**src/rtl/mem_port_arbiter.sv**
```systemverilog
`default_nettype none
// ============================================================================
// mem_port_arbiter : shares the memory data port between two valid/ready
//                    requesters (round-robin or fixed priority)
// Revision         : 1.0
// ============================================================================
module mem_port_arbiter #(
   parameter int unsigned DEPTH = 1024,
   parameter bit          FAIR  = 1'b1
) (
   input  logic        clock,
   input  logic        reset,
   input  logic        r0_valid,
   input  logic        r0_we,
   input  logic [31:0] r0_addr,
   input  logic [31:0] r0_wdata,
   output logic        r0_ready,
   output logic        r0_rvalid,
   output logic [31:0] r0_rdata,
   output logic        r0_err,
   input  logic        r1_valid,
   input  logic        r1_we,
   input  logic [31:0] r1_addr,
   input  logic [31:0] r1_wdata,
   output logic        r1_ready,
   output logic        r1_rvalid,
   output logic [31:0] r1_rdata,
   output logic        r1_err,
   output logic        mem_rw,
   output logic [31:0] mem_ain,
   output logic [31:0] mem_din,
   input  logic [31:0] mem_dout
);

   typedef enum logic [1:0] {
      S_IDLE  = 2'd0,
      S_ISSUE = 2'd1,
      S_WAIT  = 2'd2,
      S_RESP  = 2'd3
   } state_t;

   localparam logic [31:0] c_depth = 32'(DEPTH);

   state_t      state_q;
   logic        last_grant_q;
   logic        gnt_q;
   logic        err_q;
   logic        rd_q;
   logic        mem_rw_q;
   logic [31:0] mem_ain_q;
   logic [31:0] mem_din_q;
   logic        r0_rvalid_q;
   logic [31:0] r0_rdata_q;
   logic        r0_err_q;
   logic        r1_rvalid_q;
   logic [31:0] r1_rdata_q;
   logic        r1_err_q;

   logic        sel_r1;
   logic        accept;
   logic        req_we;
   logic [31:0] req_addr;
   logic [31:0] req_wdata;
   logic        req_oor;

   // last_grant_q: 0 = r0 served last, 1 = r1 served last
   always_comb begin
      sel_r1    = r1_valid && (!r0_valid || (FAIR && !last_grant_q));
      accept    = (state_q == S_IDLE) && (r0_valid || r1_valid);
      req_we    = sel_r1 ? r1_we    : r0_we;
      req_addr  = sel_r1 ? r1_addr  : r0_addr;
      req_wdata = sel_r1 ? r1_wdata : r0_wdata;
      req_oor   = (req_addr >= c_depth);
      r0_ready  = (state_q == S_IDLE) && r0_valid && !sel_r1;
      r1_ready  = (state_q == S_IDLE) && sel_r1;
   end

   always_ff @(posedge clock) begin
      if (reset) begin
         state_q      <= S_IDLE;
         last_grant_q <= 1'b1;
         gnt_q        <= 1'b0;
         err_q        <= 1'b0;
         rd_q         <= 1'b0;
         mem_rw_q     <= 1'b0;
         mem_ain_q    <= 32'd0;
         mem_din_q    <= 32'd0;
         r0_rvalid_q  <= 1'b0;
         r0_rdata_q   <= 32'd0;
         r0_err_q     <= 1'b0;
         r1_rvalid_q  <= 1'b0;
         r1_rdata_q   <= 32'd0;
         r1_err_q     <= 1'b0;
      end else begin
         case (state_q)
            S_IDLE: begin
               if (accept) begin
                  mem_ain_q    <= req_addr;
                  mem_din_q    <= req_wdata;
                  mem_rw_q     <= req_we && !req_oor;
                  err_q        <= req_oor;
                  rd_q         <= !req_we && !req_oor;
                  gnt_q        <= sel_r1;
                  last_grant_q <= sel_r1;
                  state_q      <= S_ISSUE;
               end
            end
            S_ISSUE: begin
               mem_rw_q <= 1'b0;
               state_q  <= S_WAIT;
            end
            S_WAIT: begin
               // mem_dout is valid here: memory registered the address last edge
               if (gnt_q) begin
                  r1_rvalid_q <= 1'b1;
                  r1_rdata_q  <= rd_q ? mem_dout : 32'd0;
                  r1_err_q    <= err_q;
               end else begin
                  r0_rvalid_q <= 1'b1;
                  r0_rdata_q  <= rd_q ? mem_dout : 32'd0;
                  r0_err_q    <= err_q;
               end
               state_q <= S_RESP;
            end
            S_RESP: begin
               r0_rvalid_q <= 1'b0;
               r1_rvalid_q <= 1'b0;
               state_q     <= S_IDLE;
            end
            default: state_q <= S_IDLE;
         endcase
      end
   end

   assign mem_rw    = mem_rw_q;
   assign mem_ain   = mem_ain_q;
   assign mem_din   = mem_din_q;
   assign r0_rvalid = r0_rvalid_q;
   assign r0_rdata  = r0_rdata_q;
   assign r0_err    = r0_err_q;
   assign r1_rvalid = r1_rvalid_q;
   assign r1_rdata  = r1_rdata_q;
   assign r1_err    = r1_err_q;

endmodule
`default_nettype wire
```
**config.mk**
```make
export PLATFORM = sky130hd
export DESIGN_NAME = mem_port_arbiter
export DESIGN_NICKNAME = d
export VERILOG_FILES = /design/src/rtl/mem_port_arbiter.sv
export SDC_FILE = /design/constraint.sdc
export NUM_CORES = 1
export LEC_CHECK = 0
export CORE_MARGIN = 10
export CORE_UTILIZATION = 28
export DETAILED_ROUTE_END_ITERATION = 6
export PLACE_DENSITY = 0.69
export SKIP_LAST_GASP = 1
export SLEW_MARGIN = 0
export SYNTH_ARGS = -nofsm -noshare
export SYNTH_HDL_FRONTEND = slang
export SYNTH_SLANG_ARGS = --single-unit
```
**constraint.sdc**
```tcl
create_clock -name clock -period 2.3 [get_ports clock]
set_input_delay 0.575 -clock clock [delete_from_list [all_inputs] [get_ports clock]]
set_output_delay 0.575 -clock clock [all_outputs]
set_load 0.02 [all_outputs]
```
After elaboration in Yosys (flattened, before gate mapping). Index checks and enable logic that the tools add are counted.

Register bits: 139. Word-level logic and storage cells: 57.

Muxes and demuxes: 12. Reductions and logical operators: 23. Bitwise logic cells: 1. Equality and inequality tests: 6. Magnitude comparators: 1.

Operator list (count): 32-bit two-way mux (3); 32-bit by 11-bit >= comparator with 1-bit output, second input constant (1); 2-bit AND reduction (6); 2-bit one-hot mux with 4 select lines (1); 1-bit logical AND (7); 2-bit inequality test, second input constant (3); 1-bit one-hot mux with 2 select lines (3); 1-bit zero test (5); 2-bit equality test, second input constant (2); 1-bit two-way mux (4); 2-bit nonzero test (2); 2-bit by 1-bit equality test with 1-bit output, second input constant (1); 2-bit zero test (1); 1-bit logical OR (2); 2-bit two-way mux (1); 1-bit inverter (1).

Logic depth before layout (Yosys ltp).
Depth after elaboration: 9. Gate-level depth with buffers: 7. Gate-level depth less buffers: 6.

Worst setup path before layout. No wires, ideal clock.

Path kind: input-to-output. Start: input r1_valid. End: output r0_ready. Arrival time: 1.445 ns. Slack: 0.280 ns. Path buffers: 3. Cell stages on the path: 5. Cell sequence: a21boi_2 buf_4 buf_6 buf_6 nor2_1.

Word-level cells in the longest chain between the ends: 3.

Ends and longest elaborated chain: start: declaration (RTL line 21) `input logic r1_valid,`; 1-bit logical AND (RTL line 68) `sel_r1 = r1_valid && (!r0_valid || (FAIR && !last_grant_q));`; 1-bit zero test (RTL line 74) `r0_ready = (state_q == S_IDLE) && r0_valid && !sel_r1;`; 1-bit logical AND (RTL line 74); end: declaration (RTL line 17) `output logic r0_ready,`.

No other way between the ends.

Worst setup path in the final report.
Start: input r0_valid. End: output r0_ready.

Word-level cells in the longest chain between the ends: 5.

Ends and longest elaborated chain: start: declaration (RTL line 13) `input logic r0_valid,`; 1-bit zero test (RTL line 68); 1-bit logical OR (RTL line 68); 1-bit logical AND (RTL line 68); 1-bit zero test (RTL line 74); 1-bit logical AND (*) (RTL line 74).

Mark *: on every way between the ends. The rest lies on a longest branch, timed or not.

==> metrics list <==
- The run finished, with violations left.
- Violations in the final reports: setup timing
- Summing every instance area after synthesis gives approximately 5700 um^2.
- Estimated wirelength of the detail-placed design: 16800 um
* Type of destination of the critical path: output port
- In this run the tool buffered the top-level ports with 300 buffer cells.
* Tightest hold margin: between 0.4 and 0.5 ns
- Counting flops with a built-in enable in the synthesized netlist gives 0.
- Setup violations remaining at the end of the flow were counted as 1.
* Count of TritonRoute iterations in the first routing pass: 4
- Predominant post-synthesis flop cell: dfxtp_1
- Core Area: 20200 um^2
- Across the routed clock network, the largest skew measured is 0.0122 ns.
- Placed instance count: 1189
* Dpl cell area: 9110 um^2
- Excluding fillers, the count of instances in the completed layout stands at 1221.
- STA classifies the critical path startpoint as an input port.
- Final Hold Fails: 0
- Met1 Usage GRT: 17.4%
* Setup Crit Path Kind: in2out
- At the pin with the least slew margin, the transition time is 0.645 ns.
- CP Max Fanout: 5
- Counting I/O delays and the setup requirement, the final critical path takes 2.30 ns.
- Global-route wire length before repair: ~33000 um
- TritonCTS clock tree: built
- The synthesized design contains around 140 register bits.
* Vias/cell: ~4.7
- Critical path data required time: 1.73 ns
- Area of the multi-input gates: 2700 um^2
* H-tree depth: 4
* Max Cap Violations: 0
- The initialized floorplan defines 52 standard-cell rows.
- Maximum clock path buffer count: 2
* Ys Warns: 0
- Entering global routing, the biggest net connects 80 pins.
- For the worst setup path, the data arrival time is 1.73 ns.
- Power spread over the standard cell area amounts to approximately 980 nW/um^2.
* Post-detailed-route wirelength per cell: between 15 and 20 um
- Of all flip-flops after synthesis, the portion carrying an async set or reset was 0%.
* Syn_nets: between 800 and 900
* Highest ir drop seen on vdd: between 0.0004 and 0.0005 V
- The total overflow left after global routing is 0.
- TritonCTS created 17 clock buffers.
- The layer flagged by global routing as most heavily used is met2.
* Relative area change from synthesis to final layout: 69.2%
- For met2 alone, demand over resource in global routing was between 20% and 30%.
- Final Net Count: 1109
- Number of vias after detailed routing: 5769
- Root buffer cell: clkbuf_16
* Max-Slew Margin vs Limit: between 50% and 60%
* Die W: 163 um
- Routability-driven placement finished with a final weighted congestion of 0.777.
* Number of top-level pins: 301
- Leakage power: 3.44 nW
* Fin area: between 9000 and 10000 um^2
- Worst-path clk slew: 0.06 ns
* Class of the worst hold path: in2reg
- Netlist cell types: 32
- The floorplan step defined a die boundary enclosing 26600 um^2.
* Number of global-route vias before repair: 5778
- Antenna cells: 0
- Sequential cell area: 2780 um^2
- Timing would allow up to between 400 and 500 MHz.
- Depth of the worst register-to-register path: 7
- Worst path setup slack after routing: -0.00161 ns
* Number of antenna violations at the first check in global routing: 1
* Post-detailed-route DRC marker count: 0
- Setup slack after placement: -0.276 ns
- Share of layout cells above drive strength 1: 6.62%
- Initial standard-cell utilization of the core: 28.4%
- Number of instances in the synthesized netlist: 655
- Along the worst hold path, the cell count comes to 2.
- RSZ-0062 raised after global routing: yes
- In this run the mean area of a mapped cell was 8.77 um^2.
* Count of clock tree sinks: 139
- Antenna violation net count after detailed routing: 0
* Fill cell instance count of the final layout: 1938
* Ratio of final minimum period to clock period: 100%
* Clk_lat worst skew: 0.41 ns
- The share of the Yosys chip area taken by registers is 48.4%.
* Max-slew violation total from the final report: 0
- Total GRT Usage: 15.6%
* Wirelength, routed: 22000 um
- The die is about 160 um tall.
- Initial drt markers: 236
- For this run, global-route usage on met3 was measured as under 10%.
-- sequential cells by signal (all words and copies together), names as in the netlist --
register / flops
err_q: 1
gnt_q: 1
last_grant_q: 1
mem_ain: 32
mem_din: 32
mem_rw: 1
r0_err: 1
r0_rdata: 32
r0_rvalid: 1
r1_err: 1
r1_rdata: 32
r1_rvalid: 1
rd_q: 1
state_q: 2
-- power breakdown --
group | switching [mW] | internal, mW | total (mW)
Combinational | 1.96 | 1.68 | 3.64
Sequential | 0.252 | 2.87 | 3.12
Clock | 1.08 | 1.72 | 2.81
Total | 3.30 | 6.26 | 9.56
-- kinds of logic after synthesis --
logic type	after synthesis	synth area share [%]
flops	139	48.4
fa+ha+maj	5	1.09
compound gates	142	15.7
mux	65	11.3
buf+inv	63	4.90
simple gates	241	18.5
-- area by class of cell --
cell class	instances	area share, %
clock inverters	12	1.70
well taps	270	3.48
multi-input cells	453	27.8
repair buffers	324	33.8
flip-flops and latches	139	28.6
clock buffers	20	4.49
inverters	3	0.116
-- metal layers --
| layer | vias up | part of all wire [%] |
|---|---|---|
| met5 | - | 0.041 |
| met4 | 2 | 0.66 |
| met1 | 2617 | 40 |
| met2 | 253 | 45 |
| met3 | 13 | 14 |
| li1 | 2884 | - |
-- Yosys cell counts, types with 4 or more instances --
cell | n | area [um^2]
clkbuf_1 | 44 | 165
buf_1 | 6 | 22.5
nand3_1 | 65 | 325
nor4_1 | 8 | 50.1
nor3_1 | 4 | 20.0
dfxtp_1 | 139 | 2780
nand2_1 | 75 | 282
a211oi_1 | 64 | 480
buf_6 | 4 | 45.0
a21oi_1 | 69 | 345
mux2i_1 | 65 | 651
ha_1 | 5 | 62.6
nor2_1 | 73 | 274
-- metrics by stage --
stage	power (mW)	setup TNS [ns]	util [%]
6_report	9.56	-0.00161	48.0
5_1_grt	10.1	-0.0346	48.0
4_1_cts	9.69	-0.0226	48.0
3_5_place_dp	6.84	-7.19	45.0
3_3_place_gp	6.81	-5.57	45.0
2_1_floorplan	5.07	0	-
-- worst paths after layout --
| kind | start | to | slack [ns] |
|---|---|---|---|
| setup / recovery | r0_valid | r0_ready | -0.002 |
| hold / removal | reset | r1_rvalid | 0.45 |
| setup reg to reg | state_q[0] | mem_rw | 0.58 |
| hold reg to reg | r0_rdata[5] | r0_rdata[5] | 0.45 |
-- cell usage in the layout (no fill, tap or decap), types with 4 or more instances in the layout --
cell type,netlist,final
clkbuf_16,0,17
nand3_1,65,65
dfxtp_1,139,138
clkdlybuf4s50_1,0,297
a211oi_1,64,64
buf_12,0,9
a21oi_1,69,69
nand2_1,75,75
ha_1,5,5
nor2_1,73,72
clkinv_4,0,6
buf_4,3,17
mux2i_1,65,65
nor3_1,4,4
nor4_1,8,8
-- critical path, cell delays in order --
cell	delay, ns
clkdlybuf4s50_1	0.55
buf_4	0.17
nand2_1	0.11
nor2_2	0.18
buf_12	0.14
-- timing repair --
action | CTS | global route
gates resized for setup | 5 | 2
setup endpoints to repair | 2 | 2
hold buffers | 0 | 0
buffers inserted | 0 | 0
Note: power is estimated with default switching activity, not from simulation.
